[src/rtl/pipe_ctrl_pkg.sv]
// Shared definitions for the RV32 ID/EX control path.
// Holds the opcode constants, the 2-bit ALU-op encoding, the packed
// control bundle carried from ID into EX, the bubble constant and the
// ID-stage FSM state type.
package pipe_ctrl_pkg;

  localparam logic [6:0] OPC_R    = 7'b0110011;
  localparam logic [6:0] OPC_ADDI = 7'b0010011;
  localparam logic [6:0] OPC_LW   = 7'b0000011;
  localparam logic [6:0] OPC_SW   = 7'b0100011;
  localparam logic [6:0] OPC_BEQ  = 7'b1100011;
  localparam logic [6:0] OPC_JAL  = 7'b1101111;
  localparam logic [6:0] OPC_JALR = 7'b1100111;
  localparam logic [6:0] OPC_LUI  = 7'b0110111;

  // Width of the rd field inside the bundle (RV32 register index).
  localparam int CTRL_RD_W = 5;

  typedef enum logic [1:0] {
    ALU_ADD   = 2'b00,
    ALU_SUB   = 2'b01,
    ALU_RTYPE = 2'b10,
    ALU_ITYPE = 2'b11
  } alu_op_e;

  typedef struct packed {
    logic                 valid;
    alu_op_e              alu_op;
    logic                 alu_src;
    logic                 branch;
    logic                 jump;
    logic                 jalr;
    logic                 lui;
    logic                 mem_read;
    logic                 mem_write;
    logic                 reg_write;
    logic                 mem_to_reg;
    logic [CTRL_RD_W-1:0] rd;
    logic                 illegal;
  } ctrl_bundle_t;

  // A bubble is the all-zero bundle: not valid, no side effects.
  localparam ctrl_bundle_t CTRL_BUBBLE = ctrl_bundle_t'('0);

  typedef enum logic {
    ST_RUN   = 1'b0,
    ST_STALL = 1'b1
  } id_state_e;

endpackage

[src/rtl/ctrl_decode.sv]
// Pure combinational opcode decoder.
// Ports:
//   instr_i     : instruction word
//   ctrl_o      : decoded control bundle (valid=1, rd taken from instr[11:7])
//   rs1_o/rs2_o : source register indices
//   rs1_used_o  : instruction reads rs1
//   rs2_used_o  : instruction reads rs2
module ctrl_decode
  import pipe_ctrl_pkg::*;
#(
  parameter int XLEN = 32
) (
  input  logic [XLEN-1:0]      instr_i,
  output ctrl_bundle_t         ctrl_o,
  output logic [CTRL_RD_W-1:0] rs1_o,
  output logic [CTRL_RD_W-1:0] rs2_o,
  output logic                 rs1_used_o,
  output logic                 rs2_used_o
);

  // funct/immediate bits are not needed for control decode.
  logic unused_bits;
  assign unused_bits = ^{instr_i[XLEN-1:25], instr_i[14:12]};

  assign rs1_o = instr_i[19:15];
  assign rs2_o = instr_i[24:20];

  always_comb begin
    ctrl_o       = CTRL_BUBBLE;
    ctrl_o.valid = 1'b1;
    ctrl_o.rd    = instr_i[11:7];
    rs1_used_o   = 1'b0;
    rs2_used_o   = 1'b0;
    case (instr_i[6:0])
      OPC_R: begin
        ctrl_o.alu_op    = ALU_RTYPE;
        ctrl_o.reg_write = 1'b1;
        rs1_used_o       = 1'b1;
        rs2_used_o       = 1'b1;
      end
      OPC_ADDI: begin
        ctrl_o.alu_op    = ALU_ITYPE;
        ctrl_o.alu_src   = 1'b1;
        ctrl_o.reg_write = 1'b1;
        rs1_used_o       = 1'b1;
      end
      OPC_LW: begin
        ctrl_o.alu_src    = 1'b1;
        ctrl_o.mem_read   = 1'b1;
        ctrl_o.reg_write  = 1'b1;
        ctrl_o.mem_to_reg = 1'b1;
        rs1_used_o        = 1'b1;
      end
      OPC_SW: begin
        ctrl_o.alu_src   = 1'b1;
        ctrl_o.mem_write = 1'b1;
        rs1_used_o       = 1'b1;
        rs2_used_o       = 1'b1;
      end
      OPC_BEQ: begin
        ctrl_o.alu_op = ALU_SUB;
        ctrl_o.branch = 1'b1;
        rs1_used_o    = 1'b1;
        rs2_used_o    = 1'b1;
      end
      OPC_JAL: begin
        ctrl_o.jump      = 1'b1;
        ctrl_o.reg_write = 1'b1;
      end
      OPC_JALR: begin
        ctrl_o.jump      = 1'b1;
        ctrl_o.jalr      = 1'b1;
        ctrl_o.alu_src   = 1'b1;
        ctrl_o.reg_write = 1'b1;
        rs1_used_o       = 1'b1;
      end
      OPC_LUI: begin
        ctrl_o.lui       = 1'b1;
        ctrl_o.alu_src   = 1'b1;
        ctrl_o.reg_write = 1'b1;
      end
      default: begin
        // Still advances as valid so the trap logic downstream sees it.
        ctrl_o.illegal = 1'b1;
      end
    endcase
  end

endmodule

[src/rtl/id_ex_control.sv]
// ID-stage control unit: decodes the IF/ID instruction and registers the
// EX-side half of the ID/EX pipeline register. Detects load-use hazards
// (inserting LOAD_USE_STALLS bubbles, legal range 1..3), and kills the ID
// instruction on a taken branch/jump flush.
// Ports:
//   clk, rst_n        : clock, asynchronous active-low reset
//   instr_i           : instruction held in IF/ID
//   instr_valid_i     : IF/ID holds a real instruction
//   flush_i           : taken branch/jump resolved in EX
//   stall_o           : combinational; freeze PC and IF/ID
//   ex_*_o            : registered EX control bundle
module id_ex_control
  import pipe_ctrl_pkg::*;
#(
  parameter int XLEN            = 32,
  parameter int REG_AW          = 5,
  parameter int LOAD_USE_STALLS = 1
) (
  input  logic              clk,
  input  logic              rst_n,
  input  logic [XLEN-1:0]   instr_i,
  input  logic              instr_valid_i,
  input  logic              flush_i,
  output logic              stall_o,
  output logic              ex_valid_o,
  output logic [1:0]        ex_alu_op_o,
  output logic              ex_alu_src_o,
  output logic              ex_branch_o,
  output logic              ex_jump_o,
  output logic              ex_jalr_o,
  output logic              ex_lui_o,
  output logic              ex_mem_read_o,
  output logic              ex_mem_write_o,
  output logic              ex_reg_write_o,
  output logic              ex_mem_to_reg_o,
  output logic [REG_AW-1:0] ex_rd_o,
  output logic              ex_illegal_o
);

  // Extra stall cycles spent in STALL after the first (hazard) cycle.
  localparam logic [1:0] STALL_RELOAD = 2'(LOAD_USE_STALLS - 1);

  ctrl_bundle_t         dec_ctrl;
  logic [CTRL_RD_W-1:0] dec_rs1;
  logic [CTRL_RD_W-1:0] dec_rs2;
  logic                 dec_rs1_used;
  logic                 dec_rs2_used;

  ctrl_bundle_t ex_q, ex_d;
  id_state_e    state_q, state_d;
  logic [1:0]   cnt_q, cnt_d;
  logic         hazard;
  logic         stall;

  ctrl_decode #(.XLEN(XLEN)) u_decode (
    .instr_i    (instr_i),
    .ctrl_o     (dec_ctrl),
    .rs1_o      (dec_rs1),
    .rs2_o      (dec_rs2),
    .rs1_used_o (dec_rs1_used),
    .rs2_used_o (dec_rs2_used)
  );

  // A load writing x0 never creates a dependency.
  assign hazard = ex_q.valid & ex_q.mem_read & (ex_q.rd != '0) & instr_valid_i &
                  ((dec_rs1_used & (dec_rs1 == ex_q.rd)) |
                   (dec_rs2_used & (dec_rs2 == ex_q.rd)));

  always_comb begin
    state_d = state_q;
    cnt_d   = cnt_q;
    stall   = 1'b0;
    ex_d    = instr_valid_i ? dec_ctrl : CTRL_BUBBLE;
    if (flush_i) begin
      ex_d    = CTRL_BUBBLE;
      state_d = ST_RUN;
      cnt_d   = 2'd0;
    end else begin
      case (state_q)
        ST_RUN: begin
          if (hazard) begin
            stall   = 1'b1;
            ex_d    = CTRL_BUBBLE;
            cnt_d   = STALL_RELOAD;
            state_d = (STALL_RELOAD != 2'd0) ? ST_STALL : ST_RUN;
          end
        end
        ST_STALL: begin
          stall = 1'b1;
          ex_d  = CTRL_BUBBLE;
          // No hazard re-check on exit: the load has already left EX.
          if (cnt_q <= 2'd1) begin
            cnt_d   = 2'd0;
            state_d = ST_RUN;
          end else begin
            cnt_d = cnt_q - 2'd1;
          end
        end
        default: begin
          state_d = ST_RUN;
          cnt_d   = 2'd0;
        end
      endcase
    end
  end

  always_ff @(posedge clk or negedge rst_n) begin
    if (!rst_n) begin
      ex_q    <= CTRL_BUBBLE;
      state_q <= ST_RUN;
      cnt_q   <= 2'd0;
    end else begin
      ex_q    <= ex_d;
      state_q <= state_d;
      cnt_q   <= cnt_d;
    end
  end

  assign stall_o         = stall;
  assign ex_valid_o      = ex_q.valid;
  assign ex_alu_op_o     = ex_q.alu_op;
  assign ex_alu_src_o    = ex_q.alu_src;
  assign ex_branch_o     = ex_q.branch;
  assign ex_jump_o       = ex_q.jump;
  assign ex_jalr_o       = ex_q.jalr;
  assign ex_lui_o        = ex_q.lui;
  assign ex_mem_read_o   = ex_q.mem_read;
  assign ex_mem_write_o  = ex_q.mem_write;
  assign ex_reg_write_o  = ex_q.reg_write;
  assign ex_mem_to_reg_o = ex_q.mem_to_reg;
  assign ex_rd_o         = REG_AW'(ex_q.rd);
  assign ex_illegal_o    = ex_q.illegal;

endmodule

[config.mk]
export PLATFORM = sky130hd
export DESIGN_NAME = id_ex_control
export DESIGN_NICKNAME = d
export VERILOG_FILES = /design/src/rtl/pipe_ctrl_pkg.sv /design/src/rtl/ctrl_decode.sv /design/src/rtl/id_ex_control.sv
export SDC_FILE = /design/constraint.sdc
export NUM_CORES = 1
export LEC_CHECK = 0
export CAP_MARGIN = 30
export CORE_ASPECT_RATIO = 0.8
export CORE_MARGIN = 1
export CORE_UTILIZATION = 35
export CTS_CLUSTER_SIZE = 28
export DETAILED_ROUTE_END_ITERATION = 8
export PLACE_DENSITY = 0.67
export RECOVER_POWER = 25
export SLEW_MARGIN = 20
export SYNTH_ARGS = -nofsm -noshare
export SYNTH_HDL_FRONTEND = slang
export SYNTH_SLANG_ARGS = --single-unit
[constraint.sdc]
create_clock -name clk -period 5.2 [get_ports clk]
set_clock_uncertainty 0.2 [all_clocks]
set_input_delay 0.52 -clock clk [delete_from_list [all_inputs] [get_ports clk]]
set_output_delay 0.52 -clock clk [all_outputs]
set_load 0.02 [all_outputs]
== After elaboration in Yosys (flattened, before gate mapping) ==
Index checks and enable logic that the tools add are counted.

* Flip-flop bits (word level): 21
* Input port bits: 36
* Output and inout bits: 19
* Logic and storage cells: 69

* Add/subtract/negate cells: 1
* $lt $le $gt $ge: 1
* Equal/unequal tests: 11
* Multiplexer cells: 26
* Bitwise operators: 8
* Reductions and logical operators: 7

{| class="wikitable"
|+ Operator list
! operator !! count
|-
| 18-bit 2-to-1 mux || 3
|-
| 18-bit case mux with 2 select lines || 1
|-
| 7-bit by 6-bit == test with 1-bit output (second input constant) || 3
|-
| 7-bit == test (second input constant) || 3
|-
| 1-bit 2-to-1 mux || 15
|-
| 6-bit OR reduction || 2
|-
| 5-bit == test || 2
|-
| 8-bit OR reduction || 1
|-
| 7-bit by 2-bit == test with 1-bit output (second input constant) || 1
|-
| 7-bit by 5-bit == test with 1-bit output (second input constant) || 1
|-
| 1-bit bitwise AND || 6
|-
| 2-bit 2-to-1 mux || 3
|-
| 2-bit case mux with 3 select lines || 1
|-
| 5-bit nonzero test || 1
|-
| 5-bit OR reduction || 1
|-
| 1-bit case mux with 2 select lines || 2
|-
| 2-bit case mux with 2 select lines || 1
|-
| 3-bit != test (second input constant) || 1
|-
| 3-bit OR reduction || 1
|-
| 2-bit by 1-bit less-or-equal comparator with 1-bit output (second input constant) || 1
|-
| 2-bit OR reduction || 1
|-
| 2-bit by 1-bit subtractor with 2-bit output (second input constant) || 1
|-
| 1-bit NOT || 1
|-
| 1-bit OR || 1
|}

== Depth between registers and ports, before layout ==
Gate-level depths: netlist (run 1).

* Word-level depth: 9
* Gate-level depth with buffers: 7
* Gate-level depth less buffers: 5

== Modules after synthesis ==
A second synthesis (run 1) with hierarchy kept.

* Cells, all modules: 151
* Area, all modules: 1,326.3 µm²

{| class="wikitable"
|+ By module, submodules not included
! module !! instances !! cells an instance !! area each (µm²) !! sequential area each (µm²)
|-
| id_ex_control || 1 || 98 || 993.5 || 525.5
|-
| ctrl_decode || 1 || 53 || 332.8 || 0.0
|}

== Worst setup path after synthesis (run 1) ==
Ideal clock, no wire load.

* Path type: reg-to-output
* From: register ex_q (netlist bit ex_rd_o[1])
* To: output port stall_o
* Arrival time: 1.619 ns
* Data required time: 4.480 ns
* Setup slack: 2.861 ns
* Cell stages (with the launch flop): 5
* Path buffers: 0
* Cells stage by stage: dfrtp_1 xor2_1 a2111oi_2 a31oi_2 a21oi_1

* Cells in the longest elaborated chain, start to end: 7
* Elaborated cells on any way between the ends: 12
* Those cells by class: eq/ne: 2; mux: 3; bitwise: 6; reduce/logical: 1

{| class="wikitable"
|+ RTL lines
! item !! line !! source
|-
| start, declared || id_ex_control.sv:49 || <nowiki>ctrl_bundle_t ex_q, ex_d;</nowiki>
|-
| start signal, assigned || id_ex_control.sv:109 || <nowiki>ex_q <= CTRL_BUBBLE;</nowiki>
|-
| start signal, assigned || id_ex_control.sv:113 || <nowiki>ex_q <= ex_d;</nowiki>
|-
| 5-bit == test (tied with other cells) || id_ex_control.sv:66 || <nowiki>((dec_rs1_used & (dec_rs1 == ex_q.rd)) |</nowiki>
|-
| 1-bit bitwise AND (on tied branches) || id_ex_control.sv:66, id_ex_control.sv:65, id_ex_control.sv:67 ||
|-
| 1-bit OR or 1-bit bitwise AND (tied branches) || id_ex_control.sv:66, id_ex_control.sv:65 ||
|-
| 1-bit bitwise AND * || id_ex_control.sv:65 || <nowiki>assign hazard = ex_q.valid & ex_q.mem_read & (ex_q.rd != '0) & instr_valid_i &</nowiki>
|-
| 1-bit 2-to-1 mux * || id_ex_control.sv:81 || <nowiki>if (hazard) begin</nowiki>
|-
| 1-bit case mux with 2 select lines * || id_ex_control.sv:79 || <nowiki>case (state_q)</nowiki>
|-
| 1-bit 2-to-1 mux * || id_ex_control.sv:74 || <nowiki>if (flush_i) begin</nowiki>
|-
| end, declared || id_ex_control.sv:24 || <nowiki>output logic stall_o,</nowiki>
|}

Mark *: on every way between the ends. The rest lies on a longest branch, timed or not.

== Worst setup path in the final report (run 1) ==
* From: input port instr_i[5]
* To: output port stall_o

* Cells in the longest elaborated chain, start to end: 9
* Elaborated cells on any way between the ends: 17
* Those cells by class: eq/ne: 6; mux: 5; bitwise: 4; reduce/logical: 2

{| class="wikitable"
|+ RTL lines
! item !! line !! source
|-
| start, declared || id_ex_control.sv:21 || <nowiki>input logic [XLEN-1:0] instr_i,</nowiki>
|-
| 7-bit by 6-bit == test with 1-bit output (tied with other cells) || ctrl_decode.sv:34 || <nowiki>case (instr_i[6:0])</nowiki>
|-
| 6-bit OR reduction (no source line) or 3-bit OR reduction (tied branches) || n/a ||
|-
| 1-bit 2-to-1 mux || ctrl_decode.sv:34 ||
|-
| 1-bit bitwise AND (on tied branches) || id_ex_control.sv:66, id_ex_control.sv:67 ||
|-
| 1-bit OR * || id_ex_control.sv:66 ||
|-
| 1-bit bitwise AND * || id_ex_control.sv:65 ||
|-
| 1-bit 2-to-1 mux * || id_ex_control.sv:81 ||
|-
| 1-bit case mux with 2 select lines * || id_ex_control.sv:79 ||
|-
| 1-bit 2-to-1 mux * || id_ex_control.sv:74 ||
|}

Marked as above.

==> results of run 1 <==
==> cell type report <==
class	count	area, um2	share of cell area
sequential	20	500	0.316
timing repair buffer	45	444	0.280
multi-input combinational	67	524	0.331
clock buffer	3	41.3	0.0261
tap	38	47.5	0.0300
inverter	7	26.3	0.0166
==> how the worst min path moves through the flow <==
stage                     endpoint  cells after the start  slack [ns]
after floorplan           cnt_q[0]                      0        0.02
after CTS                 cnt_q[1]                      1        0.31
after global placement    cnt_q[1]                      1        0.29
final                     cnt_q[1]                      1        0.31
after global routing      cnt_q[1]                      1        0.34
after detailed placement  cnt_q[1]                      1        0.28
==> cells in the mapped netlist (2+ instances only) <==
cell | number | share of area
sky130_fd_sc_hd__a211oi_1 | 2 | 0.013
sky130_fd_sc_hd__a21oi_1 | 3 | 0.013
sky130_fd_sc_hd__buf_4 | 2 | 0.013
sky130_fd_sc_hd__dfrtp_1 | 20 | 0.45
sky130_fd_sc_hd__inv_1 | 7 | 0.023
sky130_fd_sc_hd__nand2_1 | 3 | 0.010
sky130_fd_sc_hd__nand2b_1 | 3 | 0.017
sky130_fd_sc_hd__nor2_1 | 3 | 0.010
sky130_fd_sc_hd__nor2_2 | 2 | 0.011
sky130_fd_sc_hd__nor3_1 | 4 | 0.018
sky130_fd_sc_hd__nor3_2 | 8 | 0.072
sky130_fd_sc_hd__nor4_1 | 4 | 0.022
sky130_fd_sc_hd__o21ai_0 | 2 | 0.0089
sky130_fd_sc_hd__or4_1 | 2 | 0.013
sky130_fd_sc_hd__xor2_1 | 11 | 0.086
==> sequential cells by signal, summed over array words and instances, names as in the netlist <==
name and cells:
state_q 1, ex_lui_o 1, ex_jalr_o 1, ex_branch_o 1, ex_alu_src_o 1, ex_jump_o 1, ex_rd_o 5, cnt_q 2
ex_mem_read_o 1, ex_reg_write_o 1, ex_illegal_o 1, ex_valid_o 1, ex_alu_op_o 2, ex_mem_write_o 1
==> critical path, delay by kind of cell <==
family	cells	cell delay (ns)
buffers and inverters	3	1.43
AOI/OAI and AO/OA	3	0.72
==> logic make-up (layout without fill, tap and decap cells) <==
group / after synthesis / in the layout / synth area share
and+or+nand+nor: 40 / 40 / 0.269
buffers and inverters: 14 / 55 / 0.0849
AOI/OAI and AO/OA: 16 / 16 / 0.113
DFF: 20 / 20 / 0.447
xor gates and xnor gates: 11 / 11 / 0.0860
==> per-stage QoR <==
stage / setup slack (ns) / hold WS [ns]
after floorplan: 2.86 / 0.0244
after global placement: 1.83 / 0.287
after detailed placement: 1.80 / 0.285
after CTS: 1.80 / 0.311
after global routing: 1.67 / 0.340
final: 1.81 / 0.311
==> where the power goes <==
group          total (uW)  internal (uW)  switching, uW
sequential            161            158           2.74
clock                96.6           51.5           45.1
combinational        58.3           31.1           27.2
==> metal layers <==
metal	GRT usage	wire, um	vias to the layer above
li1	-	-	437
met1	0.196	1080	393
met2	0.237	1070	32
met3	0.0630	181	5
met4	0.0761	41	0
met5	0	0	-
==> run summary, run 1 <==
CTS placed an instance of sky130_fd_sc_hd__clkbuf_8 at the clock tree root. For the number of buffers added for setup after CTS, the log shows 0. The initialized floorplan defines 17 standard-cell rows. Final weighted congestion in routability-driven placement: 0.737. The initial antenna violation count came out at 0. Traced cell by cell, the critical path runs through clkdlybuf4s50_1, inv_1, a2111oi_2, a31oi_2, a21oi_1, clkdlybuf4s50_1. In this run the power density over the cells is 199 nW/um2. Counting the fill cells in the layout gives 269. The final layout contains routed wiring with a total length of 2.38 mm. For this run, the top clock speed supported by timing is 295 MHz. The global routing usage summed across all routing layers was 0.157; the quantity of I/O buffers inserted on ports was 44. The endpoint identified for the worst register-to-register timing path is ex_illegal_o. For the pin with the worst max-slew slack, the measured transition is 0.645 ns. The area added between synthesis and finish is 41.5%, and the half-perimeter wire length after detailed placement is 1.78 mm. The logs give 1120 um2 for the cell area after synthesis and 0 for the final count of pins violating max slew. The class of the tightest hold or removal check was reg2reg. TritonCTS built the clock tree.

After detailed routing, the number of remaining DRC violations is 0. After the flow finishes, the layout carries non-filler instances totaling 180. Setup violations remaining at the end of the flow were counted as 0. In the routed layout, each cell is associated on average with a via count of 4.82.

The tools report the final net count as 180. Library cell contributing the largest single delay on the critical path: sky130_fd_sc_hd__clkdlybuf4s50_1. For the standby leakage power, the log shows 0.000664 uW. The tool flagged a number of max-cap violations equal to 0. The maximum number of pins on one net before global-route repair came out at 21. Synthesis produced a netlist whose cell count is 101. Measured along the x axis, the die boundary spans 65.2 um.

The post-synth net total was 137; the number of cell instances on the worst register-to-register path was 5. The most frequent standard cell in the layout excluding fill and tap cells was sky130_fd_sc_hd__clkdlybuf4s50_1. The number of antenna diodes in the final layout is 0. The tools report the count of distinct cell types in the synthesized netlist as 40. The minimum period implied by the final worst setup slack is 3.39 ns, and the number of cells in the design after placement is 176. The fraction of registers with async set or reset after synthesis came out at 1.00.

For this run, the slowest stage of the critical path takes 0.69 ns. In the layout the commonest cells are 43 x sky130_fd_sc_hd__clkdlybuf4s50_1, 20 x sky130_fd_sc_hd__dfrtp_1, 11 x sky130_fd_sc_hd__xor2_1. The kind of critical path was in2out. During I/O placement, the number of pins put on the boundary was 55.

The number of buffers created by CTS is 3. The flow ran to the end, and the final reports show no timing, DRC or antenna violations. The run gives 0.570 as the worst slew margin relative to its limit.

For this block, the initial DRC count from the detailed router was 11. The clock network latency to the later pin of the worst-skew pair is 0.25 ns. After clock tree synthesis, the clock-pin slew on the worst setup and hold paths is 0.06 ns. The mean area per synthesized cell works out to 11.1 um2. The quantity of hold-fixing buffers added after cts came out at 0. Setup total negative slack: 0 ns. During synthesis, Yosys emitted a total of 0 warnings. The first detailed-routing pass ran for 4 iterations. After global routing the overflow that remains totals 0.

The final core area utilization is 0.548, and the sink count of the clock tree is 20. The detail route stage leaves a number of antenna-violating nets equal to 0. The run gives 1580 um2 as the cell area after layout. For the sequential cell area fraction in the yosys report, the log shows 0.447. VDD sags by at most 0.120 mV. The run gives 0 as the number of hold violations in the final report.

Die height: 52.6 um. The sum of internal, switching and leakage power is 316 uW. Source of the worst register-to-register timing path: ex_rd_o[1]. STA puts the critical path data required time at 4.48 ns.

Of all nets on the critical path, the largest fanout is 11. In this run the worst setup path begins at instr_i[5]. For the starting utilization of the core area, the log shows 0.387.

For the worst setup path, the data arrival time is 2.67 ns. The synthesized design contains 20 register bits. The core box area is 2890 um2, and the reg-to-reg setup timing slack is 3.24 ns. Setup repair after global routing left no endpoint under its margin. The run gives 0 as the count of instances resized after the clock tree is built. The total via count after detailed routing is 867, and the H-tree depth is 1. STA classifies the critical path endpoint as an output pin. The tools report the critical hold path startpoint as cnt_q[0]. The proportion of layout cells with a drive suffix above 1 is 0.155.

The most used flip-flop cell after synthesis is sky130_fd_sc_hd__dfrtp_1. The maximum root-to-sink buffer count was 2; the detailed-route wire length per cell was 13.2 um. The cell that appears most often on the critical path is sky130_fd_sc_hd__clkdlybuf4s50_1. Counting flops with a built-in enable in the synthesized netlist gives 0. STA classifies the critical path startpoint as an input pin.

The run gives 3.82 mm as the global-route wire length before repair. The cell area after placement was 1540 um2; the die area was 3430 um2. The last element of the critical path was stall_o. The final cycle utilization of the critical path is 0.652, and the number of global-route vias before repair is 817.
Power figures use the tool's default switching activity.
==> inputs of run 2 (changes only) <==
- clock period: 5.2 -> 3.15 ns (I/O delays scaled with it)
==> run summary, run 2 (synthesis gave the netlist of run 1 again) <==
Entering global routing, the biggest net connects 21 pins. At the end of the flow, the number of nets in the layout was 183. The run gives 0.196 as the fraction of met1 tracks used by global routing. In this run the vertical extent of the chip is 52.6 um.

For the number of top-level design ports, the log shows 55. For the pin with the worst max-slew slack, the measured transition is 0.633 ns. The run finished with clean final reports. The quantity of I/O buffers inserted on ports came out at 44. For this design, the slowest cell found on the critical path is sky130_fd_sc_hd__clkdlybuf4s50_1. In this run the critical register-to-register path is launched from ex_rd_o[1]. The worst setup path is captured at an output pin. The initial antenna violation count came out at 0.

The kind of critical path is in2out. The proportion of layout cells with a drive suffix above 1 was 0.172; the largest stage delay on the critical path was 0.61 ns. The highest attainable clock frequency was 348 MHz; the global-route wire length before repair was 3.78 mm. The fraction of power consumed by the clock network came out at 0.301. The logs give 0.509 for the part of the total power dissipated in sequential elements and 0 for the residual DRC count. The tools report the final count of pins violating max slew as 0.

The highest fanout seen on the critical path is 3. Starting utilization of the core area: 0.387. The analysis attributes to net switching a power of 122 uW. After legalization and detailed placement, the total HPWL measured 1.87 mm. The final layout contains routed wiring with a total length of 2.38 mm.

The final weighted congestion in routability-driven placement is 0.785, and the core box area is 2890 um2. The global route total overflow came out at 0. Leaving out fill and tap cells, the most frequent cell in the layout is sky130_fd_sc_hd__clkdlybuf4s50_1. The total via count after detailed routing is 889. In the layout the commonest cells are 43 x sky130_fd_sc_hd__clkdlybuf4s50_1, 20 x sky130_fd_sc_hd__dfrtp_1, 11 x sky130_fd_sc_hd__xor2_1. The run gives 4 as the number of detailed-routing iterations run before antenna repair.

In the final routed layout, each cell accounts on average for 13.0 um. Global routing's busiest layer: met2. Clock latency on the worst-skew pair, taken at its later pin, is 0.25 ns. The finished layout holds 183 standard cells, fillers aside. Counting tap cells, the placed design contains a total of 179 instances. Once detail routing completed, the nets flagged for antenna violations numbered 0. The number of global-route vias before repair is 789. The switching part of the total power works out to 0.233. Clock-pin slew was measured on the worst setup and hold paths at 0.06 ns. The number of hold violations in the final report was 0; the maximum resistive drop on vdd was 0.193 mV. From left edge to right edge, the die measures 65.2 um. The logs give 0.190 for the proportion of power drawn by combinational gates and 3430 um2 for the die area. Gates resized during post-CTS repair numbered 0. The reg-to-reg setup timing slack came out at 1.16 ns. H-tree depth: 1. For the number of buffers added for setup after CTS, the log shows 0. Traced cell by cell, the critical path runs through clkdlybuf4s50_1, nand3b_4, a211oi_1, nand4_2, a21oi_1, clkdlybuf4s50_1. For the met3 track demand over resource, the log shows 0.0609. Among the stages of the critical path, the cell type that occurs most often is sky130_fd_sc_hd__clkdlybuf4s50_1. The clock passes through at most 2 buffers.

Using the TritonRoute via totals, the vias-per-cell ratio works out to 4.86. The logs give 0.155 for the global routing usage summed across all routing layers and 2.63 ns for the required arrival time at the worst endpoint. The path class of the tightest hold or removal check is in2async. The tree is rooted in a sky130_fd_sc_hd__clkbuf_8.

The total of max-cap violations was 0. TritonCTS built the clock tree. Cell internal power was estimated by the tool at 400 uW.

Worst slew margin relative to its limit: 0.578. Counting the buffers created by CTS gives 3. At the worst endpoint, the arrival time is 2.36 ns.

The final cycle utilization of the critical path was 0.911. From synthesis to final layout, the design area changed by 43.5%. For the worst flop-to-flop path, the logic depth is 5. Antenna cell count: 0. The clock net in this run drives a total of 20 sinks. Setup total negative slack: 0 ns. The power density of the placed cells works out to 324 nW/um2.

After floorplanning, the core was divided into 17 placement rows. In this run, the number of DRC markers left after iteration 0 of detailed routing was 22. The met2 track demand over resource in global routing was 0.241. The quantity of hold-fixing buffers added after cts is 0. Setup repair after global routing left no endpoint under its margin.

Counting I/O delays and the setup requirement, the final critical path takes 2.87 ns. The flip-flop count of the largest register after layout came out at 5. STA classifies the critical path startpoint as an input pin.

In this run the critical register-to-register path is captured at ex_illegal_o. Setup violation total in the final timing report: 0. The analysis attributes to cell leakage a power of 0.000678 uW.
run 2: final cells by class:
type                            instances  area [um2]
Sequential cell                        20         500
Inverter                                7        26.3
Multi-Input combinational cell         67         524
Tap cell                               38        47.5
Fill cell                             273        1290
Clock buffer                            3        41.3
Timing Repair Buffer                   48         467
run 2: worst max-delay path by stage:
stage | start | endpoint | slack, ns | cells past startpoint
after CTS | instr_i[0] | stall_o | 0.25 | 6
after floorplan | ex_rd_o[1] | stall_o | 1.02 | 4
final | instr_i[0] | stall_o | 0.28 | 6
after detailed placement | instr_i[0] | stall_o | 0.25 | 6
after global placement | instr_i[0] | stall_o | 0.27 | 6
after global routing | instr_i[1] | stall_o | 0.17 | 6
run 2: worst max-delay path: cells and delay by family:
| family | cells | cell delay [ns] |
|---|---|---|
| buffers and inverters | 2 | 1.15 |
| AO/OA/AOI/OAI | 2 | 0.55 |
| AND/OR/NAND/NOR | 2 | 0.33 |
run 2: per-stage QoR:
stage | total power [uW] | area, um2 | setup slack [ns] | util | hold WS (ns)
2_1_floorplan | 315 | 1120 | 1.02 | - | -0.181
3_3_place_gp | 369 | 1560 | 0.273 | 0.540 | 0.288
3_5_place_dp | 370 | 1560 | 0.248 | 0.540 | 0.288
4_1_cts | 529 | 1600 | 0.248 | 0.554 | 0.317
5_1_grt | 548 | 1610 | 0.166 | 0.555 | 0.254
6_report | 521 | 1610 | 0.279 | 0.555 | 0.229
run 2: power groups by stage:
stage	Clock [uW]	Combinational (uW)	Sequential (uW)
floorplan	0	40.1	275
global placement	0	98.5	270
detailed placement	0	99.8	270
CTS	163	100	265
global route	175	107	266
finish	157	99.0	265
run 2: layer usage:
layer | wire (um) | part of all wire
met1 | 1120 | 0.47
met2 | 1070 | 0.45
met3 | 162 | 0.068
met4 | 22 | 0.0092
met5 | 0 | 0
==> inputs of run 3 (changes only) <==
- PLACE_DENSITY: 0.67 -> 0.79
==> run summary, run 3 (synthesis gave the netlist of run 1 again) <==
The global route total overflow was 0; the overall die width was 65.2 um. The register with the most flip-flops in the layout has 5 of them. The clock root buffer master was sky130_fd_sc_hd__clkbuf_8. The final cycle utilization of the critical path came out at 0.940. Setup repair after global routing left no endpoint under its margin. The final core area utilization was 0.555. For this design, the sink count on the clock tree is 20. For the initial antenna violation count, the log shows 0. The run gives 2.63 ns as the required arrival time at the worst endpoint.

The run gives 0 as the antenna cell count. Relative to the synthesized area, the layout overhead comes to 43.5%. The minimum period implied by the final worst setup slack is 2.96 ns, and the highest fanout seen on the critical path is 4. The library cell used most frequently in the layout, excluding fill and tap cells, is sky130_fd_sc_hd__clkdlybuf4s50_1. In this run, post-CTS hold repair placed 0 buffers. The tools report the number of cells in the design after placement as 179. The tools report the highest attainable clock frequency as 338 MHz. The worst slew margin relative to its limit is 0.567, and the proportion of layout cells with a drive suffix above 1 is 0.172.

The sort of element at the end of the critical path was an output pin. Measured along the y axis, the die boundary spans 52.6 um. After clock tree synthesis, the clock-pin slew on the worst setup and hold paths is 0.06 ns.

The tools report the number of buffers added for setup after CTS as 0. STA classifies the critical path startpoint as an input pin. Pin placement for this block handled 55 I/O pins. The routed layout has 904 vias.

The core box area was 2890 um2; the number of hold violations in the final report was 0. The analysis attributes to cell leakage a power of 0.000678 uW. The detailed-route wire length per cell was 13.5 um. Maximum resistive drop on vdd: 0.211 mV.

The internal portion of the total power is 400 uW. For the worst setup margin, the log shows 0.188 ns. Number of global-route vias before repair: 824.

The proportion of power drawn by combinational gates is 0.188. TritonCTS built the clock tree. Once layout is complete, the cells apart from fillers number 183. The power density of the placed cells came out at 327 nW/um2. In this run, post-CTS repair resized a total of 0 instances.

The path class of the tightest hold or removal check is in2async. Global-route wire length before repair: 4.04 mm. For this design the total switching power over the nets is 125 uW. The run gives 2 as the maximum root-to-sink buffer count. The quantity of I/O buffers inserted on ports works out to 44. The starting utilization of the core area is 0.387. Across the run, the number of max-cap violations was 0.

The congestion estimate from routability-driven global placement came to 0.765. At the worst endpoint, the arrival time is 2.45 ns. The H-tree depth was 1. For the clock network latency to the later pin of the worst-skew pair, the log shows 0.25 ns. The number of detailed-routing iterations run before antenna repair is 4.

The logs give 0.505 for the part of the total power dissipated in sequential elements and 21 for the maximum number of pins on one net before global-route repair. At the placement stage, the worst setup path has a slack of 0.165 ns. The setup violation total in the final timing report is 0, and the starting DRC count in detailed routing is 15. Fraction of power consumed by the clock network: 0.306.

In the layout the commonest cells are 43 x sky130_fd_sc_hd__clkdlybuf4s50_1, 20 x sky130_fd_sc_hd__dfrtp_1, 11 x sky130_fd_sc_hd__xor2_1. After detailed routing, the number of vias per cell comes to 4.94. The floorplan step defined a die boundary enclosing 3430 um2. By startpoint and endpoint, the worst setup path is classified as in2out.

The switching part of the total power is 0.239, and the total wirelength of the detailed-routed design is 2.47 mm. The flow ran to the end, and the final reports show no timing, DRC or antenna violations. The global routing usage summed across all routing layers was 0.161. The final count of pins violating max slew is 0, and the sum of internal, switching and leakage power is 525 uW. In this run, CTS created clock tree buffers numbering 3.

The logs give 0 for the count of nets left with antenna violations after detail routing and 1.96 mm for the half-perimeter wire length after detailed placement. Row generation in the floorplan step produced 17 rows. The setup total negative slack is 0 ns.

After detailed routing, the number of remaining DRC violations is 0. For this run, the post-layout net count is 183. For the pin with the worst max-slew slack, the measured transition is 0.650 ns.
==> run 3: cell counts in the layout (fill, tap and decap cells not counted) <==
No cell type changed its count.
==> run 3: worst paths after layout <==
path / startpoint / to / slack (ns) / depth (start not counted)
worst min-delay path: rst_n / ex_lui_o / 0.21 / 1
worst max register to register: ex_rd_o[0] / ex_reg_write_o / 1.21 / 5
max in group asynchronous: rst_n / ex_jalr_o / 1.66 / 2
worst min register to register: cnt_q[0] / cnt_q[1] / 0.32 / 1
worst max-delay path: instr_i[3] / stall_o / 0.19 / 6
min in group clk: cnt_q[0] / cnt_q[1] / 0.32 / 1
==> run 3: layer usage <==
layer	track usage	wire length, um
met4	0.0435	17
met2	0.273	1210
met1	0.200	1100
met3	0.0478	139
met5	0	0
==> run 3: layout make-up <==
type | instances | area, um2
multi-input combinational | 67 | 524
sequential | 20 | 500
clock buffer | 3 | 41.3
tap | 38 | 47.5
timing repair buffer | 48 | 467
fill | 261 | 1290
inverter | 7 | 26.3
==> run 3: critical path, stage by stage <==
cell	delay [ns]
sky130_fd_sc_hd__clkdlybuf4s50_1	0.46
sky130_fd_sc_hd__nand3b_4	0.19
sky130_fd_sc_hd__a211oi_1	0.43
sky130_fd_sc_hd__a31oi_2	0.23
sky130_fd_sc_hd__a21oi_1	0.20
sky130_fd_sc_hd__clkdlybuf4s50_1	0.62
==> run 3: stage by stage <==
stage | hold slack, ns | instance area, um2
detailed placement | 0.306 | 1560
global route | 0.235 | 1610
global placement | 0.282 | 1560
floorplan | -0.181 | 1120
finish | 0.208 | 1610
CTS | 0.321 | 1600
==> run 3: power by group through the flow <==
stage          Sequential (uW)  Combinational, uW  Clock [uW]
2_1_floorplan              275               40.1           0
3_3_place_gp               270               96.9           0
3_5_place_dp               270               99.4           0
4_1_cts                    265               99.6         166
5_1_grt                    266                107         177
6_report                   265               98.9         161
